<file path="src/rtl/mlp_stream_engine_pkg.sv">
// Shared types and helpers for the streaming fully-connected layer engine.
package mlp_stream_pkg;

  localparam int ACC_W  = 32;
  localparam int BEAT_W = 32;

  typedef enum logic [2:0] {
    IDLE,
    LOAD_X,
    LOAD_B,
    MAC,
    DRAIN,
    DONE
  } state_e;

  // Clamp a wide signed value into int8 range, returned sign-extended to 32 bits.
  function automatic logic [ACC_W-1:0] sat8(input logic signed [63:0] v);
    if (v > 64'sd127) begin
      return 32'h0000_007F;
    end else if (v < -64'sd128) begin
      return 32'hFFFF_FF80;
    end else begin
      return v[ACC_W-1:0];
    end
  endfunction

endpackage

</file>
<file path="src/rtl/mlp_stream_engine_if.sv">
// Input beat stream (ifmap/bias/weights) and output result stream of the engine.
interface mlp_stream_engine_if;
  import mlp_stream_pkg::*;

  logic              s_valid;
  logic              s_ready;
  logic [BEAT_W-1:0] s_data;
  logic              m_valid;
  logic              m_ready;
  logic [BEAT_W-1:0] m_data;

  modport slave (
    input  s_valid, s_data, m_ready,
    output s_ready, m_valid, m_data
  );

  modport master (
    output s_valid, s_data, m_ready,
    input  s_ready, m_valid, m_data
  );

endinterface

</file>
<file path="src/rtl/mlp_stream_engine_requant.sv">
// Combinational output stage: raw accumulator pass-through or rounded int8 requantisation.
module requant_int8
  import mlp_stream_pkg::*;
#(
  parameter int SCALE_W = 12,
  parameter int SHIFT   = 12
) (
  input  logic [ACC_W-1:0]   acc_i,
  input  logic [SCALE_W-1:0] scale_i,
  input  logic               relu_en_i,
  input  logic               mode_i,
  output logic [ACC_W-1:0]   result_o
);

  localparam int PW = ACC_W + SCALE_W + 1;
  localparam logic signed [PW-1:0] HALF = {{(PW-SHIFT){1'b0}}, 1'b1, {(SHIFT-1){1'b0}}};

  logic signed [PW-1:0] prod;
  logic signed [PW-1:0] rounded;
  logic signed [PW-1:0] shifted;
  logic signed [63:0]   q;

  // The scale is unsigned, so it gets a zero sign bit before the signed multiply.
  always_comb begin
    prod    = PW'($signed(acc_i)) * PW'($signed({1'b0, scale_i}));
    rounded = prod + HALF;
    shifted = rounded >>> SHIFT;
    q       = 64'(shifted);
    if (relu_en_i && (q < 0)) begin
      q = '0;
    end
    if (mode_i) begin
      result_o = (relu_en_i && acc_i[ACC_W-1]) ? '0 : acc_i;
    end else begin
      result_o = sat8(q);
    end
  end

endmodule

</file>
<file path="src/rtl/mlp_stream_engine.sv">
// Streaming single-layer FC engine: buffers the ifmap once, then per LANES-neuron group
// loads biases, accumulates streamed weights and drains requantised results.
module mlp_stream_engine
  import mlp_stream_pkg::*;
#(
  parameter int LANES   = 8,
  parameter int IN_MAX  = 64,
  parameter int SCALE_W = 12,
  parameter int SHIFT   = 12
) (
  input  logic                    clk,
  input  logic                    rst,
  input  logic                    start,
  input  logic                    mode,
  input  logic                    relu_en,
  input  logic [$clog2(IN_MAX):0] in_len,
  input  logic [15:0]             out_len,
  input  logic [SCALE_W-1:0]      scaling_factor,
  mlp_stream_engine_if.slave      bus,
  output logic                    busy,
  output logic                    done
);

  localparam int XW = $clog2(IN_MAX);
  localparam int KW = XW + 1;
  localparam int LW = $clog2(LANES);
  localparam int NB = LANES / 4;
  localparam int MW = (NB > 1) ? $clog2(NB) : 1;

  state_e              state_q, state_d;
  logic [KW-1:0]       inLen_q, inLen_d, cnt_q, cnt_d;
  logic [KW-1:0]       inMasked, inEff;
  logic [15:0]         numGroups_q, numGroups_d, group_q, group_d, outGroups;
  logic                mode_q, mode_d, relu_q, relu_d;
  logic [SCALE_W-1:0]  scale_q, scale_d;
  logic [MW-1:0]       sub_q, sub_d;
  logic [LW-1:0]       lane_q, lane_d;
  logic [ACC_W-1:0]    acc_q [LANES];
  logic [ACC_W-1:0]    acc_d [LANES];
  logic signed [7:0]   xBuf_q [IN_MAX];
  logic signed [7:0]   xk;
  logic [ACC_W-1:0]    mData_q, mData_d, reqAcc, reqResult;
  logic                sReady, sFire, mFire, loadOut;

  assign inMasked  = in_len & ~KW'(3);
  assign inEff     = (inMasked > KW'(IN_MAX)) ? KW'(IN_MAX) : inMasked;
  assign outGroups = out_len >> LW;

  assign sReady = (state_q == LOAD_X) || (state_q == LOAD_B) || (state_q == MAC);
  assign sFire  = bus.s_valid && sReady;
  assign mFire  = (state_q == DRAIN) && bus.m_ready;
  assign xk     = xBuf_q[cnt_q[XW-1:0]];

  assign bus.s_ready = sReady;
  assign bus.m_valid = (state_q == DRAIN);
  assign bus.m_data  = mData_q;
  assign busy        = (state_q != IDLE);
  assign done        = (state_q == DONE);

  // The output register is fed from the next-state accumulators so the lane that
  // completes on the final MAC beat is already correct when DRAIN starts.
  assign reqAcc  = acc_d[lane_d];
  assign mData_d = loadOut ? reqResult : mData_q;

  requant_int8 #(
    .SCALE_W(SCALE_W),
    .SHIFT  (SHIFT)
  ) uRequant (
    .acc_i    (reqAcc),
    .scale_i  (scale_q),
    .relu_en_i(relu_q),
    .mode_i   (mode_q),
    .result_o (reqResult)
  );

  always_comb begin
    state_d     = state_q;
    inLen_d     = inLen_q;
    numGroups_d = numGroups_q;
    mode_d      = mode_q;
    relu_d      = relu_q;
    scale_d     = scale_q;
    cnt_d       = cnt_q;
    sub_d       = sub_q;
    lane_d      = lane_q;
    group_d     = group_q;
    acc_d       = acc_q;
    loadOut     = 1'b0;

    case (state_q)
      IDLE: begin
        if (start) begin
          inLen_d     = inEff;
          numGroups_d = outGroups;
          mode_d      = mode;
          relu_d      = relu_en;
          scale_d     = scaling_factor;
          cnt_d       = '0;
          sub_d       = '0;
          lane_d      = '0;
          group_d     = '0;
          state_d     = ((inEff == '0) || (outGroups == '0)) ? DONE : LOAD_X;
        end
      end
      LOAD_X: begin
        if (sFire) begin
          cnt_d = cnt_q + KW'(1);
          if (cnt_q == (inLen_q >> 2) - KW'(1)) begin
            cnt_d   = '0;
            lane_d  = '0;
            state_d = LOAD_B;
          end
        end
      end
      LOAD_B: begin
        if (sFire) begin
          for (int l = 0; l < LANES; l++) begin
            if (LW'(l) == lane_q) acc_d[l] = bus.s_data;
          end
          lane_d = lane_q + LW'(1);
          if (lane_q == LW'(LANES - 1)) begin
            lane_d  = '0;
            cnt_d   = '0;
            sub_d   = '0;
            state_d = MAC;
          end
        end
      end
      MAC: begin
        if (sFire) begin
          for (int l = 0; l < LANES; l++) begin
            if ((l / 4) == int'(sub_q)) begin
              acc_d[l] = acc_q[l] + ACC_W'(xk * $signed(bus.s_data[8*(l%4) +: 8]));
            end
          end
          if (sub_q == MW'(NB - 1)) begin
            sub_d = '0;
            cnt_d = cnt_q + KW'(1);
            if (cnt_q == inLen_q - KW'(1)) begin
              cnt_d   = '0;
              lane_d  = '0;
              loadOut = 1'b1;
              state_d = DRAIN;
            end
          end else begin
            sub_d = sub_q + MW'(1);
          end
        end
      end
      DRAIN: begin
        if (mFire) begin
          if (lane_q == LW'(LANES - 1)) begin
            lane_d = '0;
            if (group_q == numGroups_q - 16'd1) begin
              state_d = DONE;
            end else begin
              group_d = group_q + 16'd1;
              state_d = LOAD_B;
            end
          end else begin
            lane_d  = lane_q + LW'(1);
            loadOut = 1'b1;
          end
        end
      end
      DONE: begin
        state_d = IDLE;
      end
      default: begin
        state_d = IDLE;
      end
    endcase
  end

  always_ff @(posedge clk) begin
    if (rst) begin
      state_q     <= IDLE;
      inLen_q     <= '0;
      numGroups_q <= '0;
      mode_q      <= 1'b0;
      relu_q      <= 1'b0;
      scale_q     <= '0;
      cnt_q       <= '0;
      sub_q       <= '0;
      lane_q      <= '0;
      group_q     <= '0;
      mData_q     <= '0;
      for (int l = 0; l < LANES; l++) acc_q[l] <= '0;
    end else begin
      state_q     <= state_d;
      inLen_q     <= inLen_d;
      numGroups_q <= numGroups_d;
      mode_q      <= mode_d;
      relu_q      <= relu_d;
      scale_q     <= scale_d;
      cnt_q       <= cnt_d;
      sub_q       <= sub_d;
      lane_q      <= lane_d;
      group_q     <= group_d;
      mData_q     <= mData_d;
      acc_q       <= acc_d;
    end
  end

  // The ifmap buffer is deliberately left out of reset; it is always rewritten before use.
  always_ff @(posedge clk) begin
    if ((state_q == LOAD_X) && sFire) begin
      for (int j = 0; j < 4; j++) begin
        xBuf_q[{cnt_q[XW-3:0], 2'(j)}] <= bus.s_data[8*j +: 8];
      end
    end
  end

endmodule

</file>
<file path="src/flat_wrapper.sv">
// flat-port wrapper written by rule: the top's interface ports become plain ports
module mlp_stream_engine_flat import mlp_stream_pkg::*;
#(
  parameter int LANES   = 8,
  parameter int IN_MAX  = 64,
  parameter int SCALE_W = 12,
  parameter int SHIFT   = 12
)
  (clk, rst, start, mode, relu_en, in_len, out_len, scaling_factor, busy, done, bus_s_valid, bus_s_data, bus_m_ready, bus_s_ready, bus_m_valid, bus_m_data);
  mlp_stream_engine_if bus_i ();
  input  logic clk;
  input  logic rst;
  input  logic start;
  input  logic mode;
  input  logic relu_en;
  input  logic [$clog2(IN_MAX):0] in_len;
  input  logic [15:0] out_len;
  input  logic [SCALE_W-1:0] scaling_factor;
  output logic busy;
  output logic done;
  input wire logic [$bits(bus_i.s_valid)-1:0] bus_s_valid;
  input wire logic [$bits(bus_i.s_data)-1:0] bus_s_data;
  input wire logic [$bits(bus_i.m_ready)-1:0] bus_m_ready;
  output wire logic [$bits(bus_i.s_ready)-1:0] bus_s_ready;
  output wire logic [$bits(bus_i.m_valid)-1:0] bus_m_valid;
  output wire logic [$bits(bus_i.m_data)-1:0] bus_m_data;
  assign bus_i.s_valid = bus_s_valid;
  assign bus_i.s_data = bus_s_data;
  assign bus_i.m_ready = bus_m_ready;
  assign bus_s_ready = bus_i.s_ready;
  assign bus_m_valid = bus_i.m_valid;
  assign bus_m_data = bus_i.m_data;
  mlp_stream_engine #(.LANES(LANES), .IN_MAX(IN_MAX), .SCALE_W(SCALE_W), .SHIFT(SHIFT)) u_core (.clk(clk), .rst(rst), .start(start), .mode(mode), .relu_en(relu_en), .in_len(in_len), .out_len(out_len), .scaling_factor(scaling_factor), .bus(bus_i), .busy(busy), .done(done));
endmodule
</file>
<file path="config.mk">
export PLATFORM = sky130hd
export DESIGN_NAME = mlp_stream_engine_flat
export DESIGN_NICKNAME = d
export VERILOG_FILES = /design/src/rtl/mlp_stream_engine_pkg.sv /design/src/rtl/mlp_stream_engine_if.sv /design/src/rtl/mlp_stream_engine_requant.sv /design/src/rtl/mlp_stream_engine.sv /design/src/flat_wrapper.sv
export SDC_FILE = /design/constraint.sdc
export NUM_CORES = 2
export LEC_CHECK = 0
export BUFFER_PORTS_ARGS = -buffer_cell sky130_fd_sc_hd__buf_2
export CAP_MARGIN = 5
export CORE_ASPECT_RATIO = 1.75
export CORE_MARGIN = 2
export CORE_UTILIZATION = 45
export CTS_CLUSTER_SIZE = 40
export DETAILED_ROUTE_END_ITERATION = 16
export PLACE_DENSITY_LB_ADDON = 0.08
export SLEW_MARGIN = 30
export SYNTH_ARGS = -nofsm -noshare
export SYNTH_HDL_FRONTEND = slang
export SYNTH_SLANG_ARGS = --single-unit
</file>
<file path="constraint.sdc">
create_clock -name clk -period 24.2 [get_ports clk]
set_clock_uncertainty 0.2 [all_clocks]
set_input_delay 1.21 -clock clk [delete_from_list [all_inputs] [get_ports clk]]
set_output_delay 1.21 -clock clk [all_outputs]
set_load 0.02 [all_outputs]
</file>
==> flow_summary.json <==
{
  "status": "finished, final reports clean",
  "overflow": 0,
  "synth_edf_count": 512,
  "core_area_um2": 168000,
  "critical_path_required_ns": 24.68,
  "viasPerCell": 6.14,
  "cts-root-buf": "clkbuf_16",
  "rrSetupSlack_ns": 3.66,
  "crit_fanout": 75,
  "timing.rr.end": "u_core.bus.m_data[6]",
  "die_width_um": 314,
  "grt_pass1_vias": 64200,
  "fp.dieH_um": 546,
  "fill_cells": 15800,
  "synth_cells": 7894,
  "final_layout_size_suffix_gt1_frac": 0.0929,
  "setup_viol": 0,
  "wl_per_cell_um": 28.0,
  "cts_setup_buffers": 0,
  "post_cts_resized": 0,
  "crit_slowest_cell": "mux4_2",
  "synthToLayoutAreaGrowth_pct": 8.88,
  "ys_ff_latch": 868,
  "ys_types": 97,
  "cap_viol_max_count": 0,
  "hp-class": "reg -> reg",
  "drt_iter0_drc": 5011,
  "io_pins": 110,
  "min_delay_path_depth": 2,
  "clkSinkCount": 868,
  "yosys-top-cells-area": "edfxtp_1, fa_1, dfxtp_1, ha_1, mux4_2",
  "slowest_delay_ns": 0.86,
  "clkTransAtPathRegs_ns": 0.07,
  "fmax_ghz": 0.0487,
  "dr_total_vias": 62200,
  "cts_hold_buffers": 0,
  "drv_slew": 0,
  "yosysSeqAreaShare": 0.298,
  "ff2ff_path_depth": 65,
  "cp-endpoint": "u_core.bus.m_data[6]",
  "yosys_most_used_dff": "edfxtp_1",
  "min_period_over_period": 0.849,
  "regArea_um2": 22500,
  "cts_buffers": 90,
  "yosysWarnings": 0,
  "final_antenna_net_count": 0,
  "clkLatencyLatePin_ns": 0.75,
  "final_common_cell": "inv_1",
  "timing.final.crit_period_ns": 20.54,
  "relSlewSlack": 0.271,
  "multi_input_comb_area_um2": 48900,
  "criticalPathCategory": "reg -> reg",
  "async_flop_share": 0,
  "cts_tree": "done",
  "max_slew.worst_pin.slew_ns": 1.09,
  "layout_common_cells": "inv_1, nand2_1, nor2_1",
  "end_kind": "flop",
  "yosys.area.top_type": "edfxtp_1",
  "grt_max_degree": 118,
  "grt_first_pass_wirelength_um": 416000,
  "antenna_found_initial": 16,
  "start_kind": "flop",
  "start_util": 0.451,
  "cp.arrival_ns": 21.02,
  "synth_fp_nets": 9065,
  "netlist.area_leader.share": 0.203,
  "cts_buffer_depth": 3,
  "portBuffers": 104,
  "setup_tns_ns": 0,
  "crit_top_cell": "inv_1",
  "die_area_um2": 171000,
  "rows": 199,
  "rsz0062_at_grt": "no",
  "fin_nets": 9019,
  "htree_levels": 3,
  "drt-total-wl_um": 284000,
  "dr.pass1.iters": 8,
  "final_hold_viol_count": 0,
  "drc": 0,
  "routabilityCongestion": 0.965,
  "syn-cell-area_um2": 75600,
  "syn_area_per_cell_um2": 9.58,
  "grtUsageTotal": 0.331,
  "dpl.hpwl_um": 204000
}
[cell families (layout without fill, tap and decap cells)]
logic type      after synthesis  in the layout  synth area share
simple gates               2346           2346             0.148
compound gates             1839           1839             0.163
buf+inv                    1211           1236            0.0604
fa+ha+maj                  1097           1097             0.237
flops                       868            868             0.298
xor+xnor                    332            332            0.0385
mux                         201            201            0.0546
other cells                   0              7                 0
[area by class of cell]
class / count / share of cell area
Tap cell: 2211 / 0.0336
Sequential cell: 868 / 0.274
Clock buffer: 120 / 0.0298
Antenna cell: 7 / 0.000213
Timing Repair Buffer: 305 / 0.0271
Inverter: 768 / 0.0351
Clock inverter: 43 / 0.00628
Multi-Input combinational cell: 5815 / 0.594
[registers in the layout, indices dropped and copies added, names as in the netlist, 5 cells and up, named ones only]
register / flops
u_core.cnt_q: 7
u_core.inLen_q: 5
u_core.scale_q: 12
u_core.bus.m_data: 32
u_core.acc_q: 256
u_core.numGroups_q: 13
u_core.group_q: 16
u_core.xBuf_q: 512
[critical path, delay by kind of cell (launching register included)]
kind | cells | cell delay, ns
adder cells (fa/ha/maj) | 13 | 5.94
XOR/XNOR | 3 | 1.16
buffers and inverters | 12 | 2.53
AND/OR/NAND/NOR | 16 | 3.07
flip-flops | 1 | 0.77
multiplexers | 3 | 2.01
AO/OA/AOI/OAI | 18 | 4.50
[layer usage]
layer,part of all wire,GRT usage,up-vias
met1,0.33,0.331,31400
met4,0.11,0.297,6
li1,-,-,27800
met3,0.047,0.0428,884
met2,0.51,0.595,2124
met5,0.00014,0,-
[per-stage QoR]
step / hold slack (ns) / cell area, µm² / utilization / setup slack, ns / cells
3_5_place_dp: 0.255 / 79300 / 0.473 / 3.98 / 9961
3_3_place_gp: 0.243 / 79000 / 0.472 / 4.06 / 9948
6_report: 0.262 / 82300 / 0.491 / 3.66 / 10100
2_1_floorplan: 0.256 / 75600 / - / 7.46 / 7894
5_1_grt: 0.290 / 82300 / 0.491 / 2.76 / 10100
4_1_cts: 0.264 / 82200 / 0.491 / 3.91 / 10100
[cells in the mapped netlist, types with 106 or more instances]
cell	count
nor3_1	108
xnor2_1	226
a21oi_1	454
nor2_1	597
a21o_1	142
and2_1	406
clkbuf_1	363
inv_1	765
o21ai_0	291
dfxtp_1	356
ha_1	536
xor2_1	106
fa_1	561
edfxtp_1	512
mux4_2	168
o22ai_1	143
nand2_1	728
nand3_1	114
[worst min-delay path by stage]
| stage | endpoint | slack [ns] | start |
|---|---|---|---|
| 6_report | u_core.scale_q[6] | 0.26 | u_core.scale_q[6] |
| 2_1_floorplan | u_core.inLen_q[3] | 0.26 | u_core.inLen_q[3] |
| 3_5_place_dp | u_core.scale_q[1] | 0.25 | u_core.scale_q[1] |
| 5_1_grt | u_core.scale_q[6] | 0.29 | u_core.scale_q[6] |
| 4_1_cts | u_core.scale_q[1] | 0.26 | u_core.scale_q[1] |
| 3_3_place_gp | u_core.scale_q[2] | 0.24 | u_core.scale_q[2] |
Power is left out: the tool's default activity adds up to more than one toggle a clock period on the data nets, which glitch-free logic cannot reach.
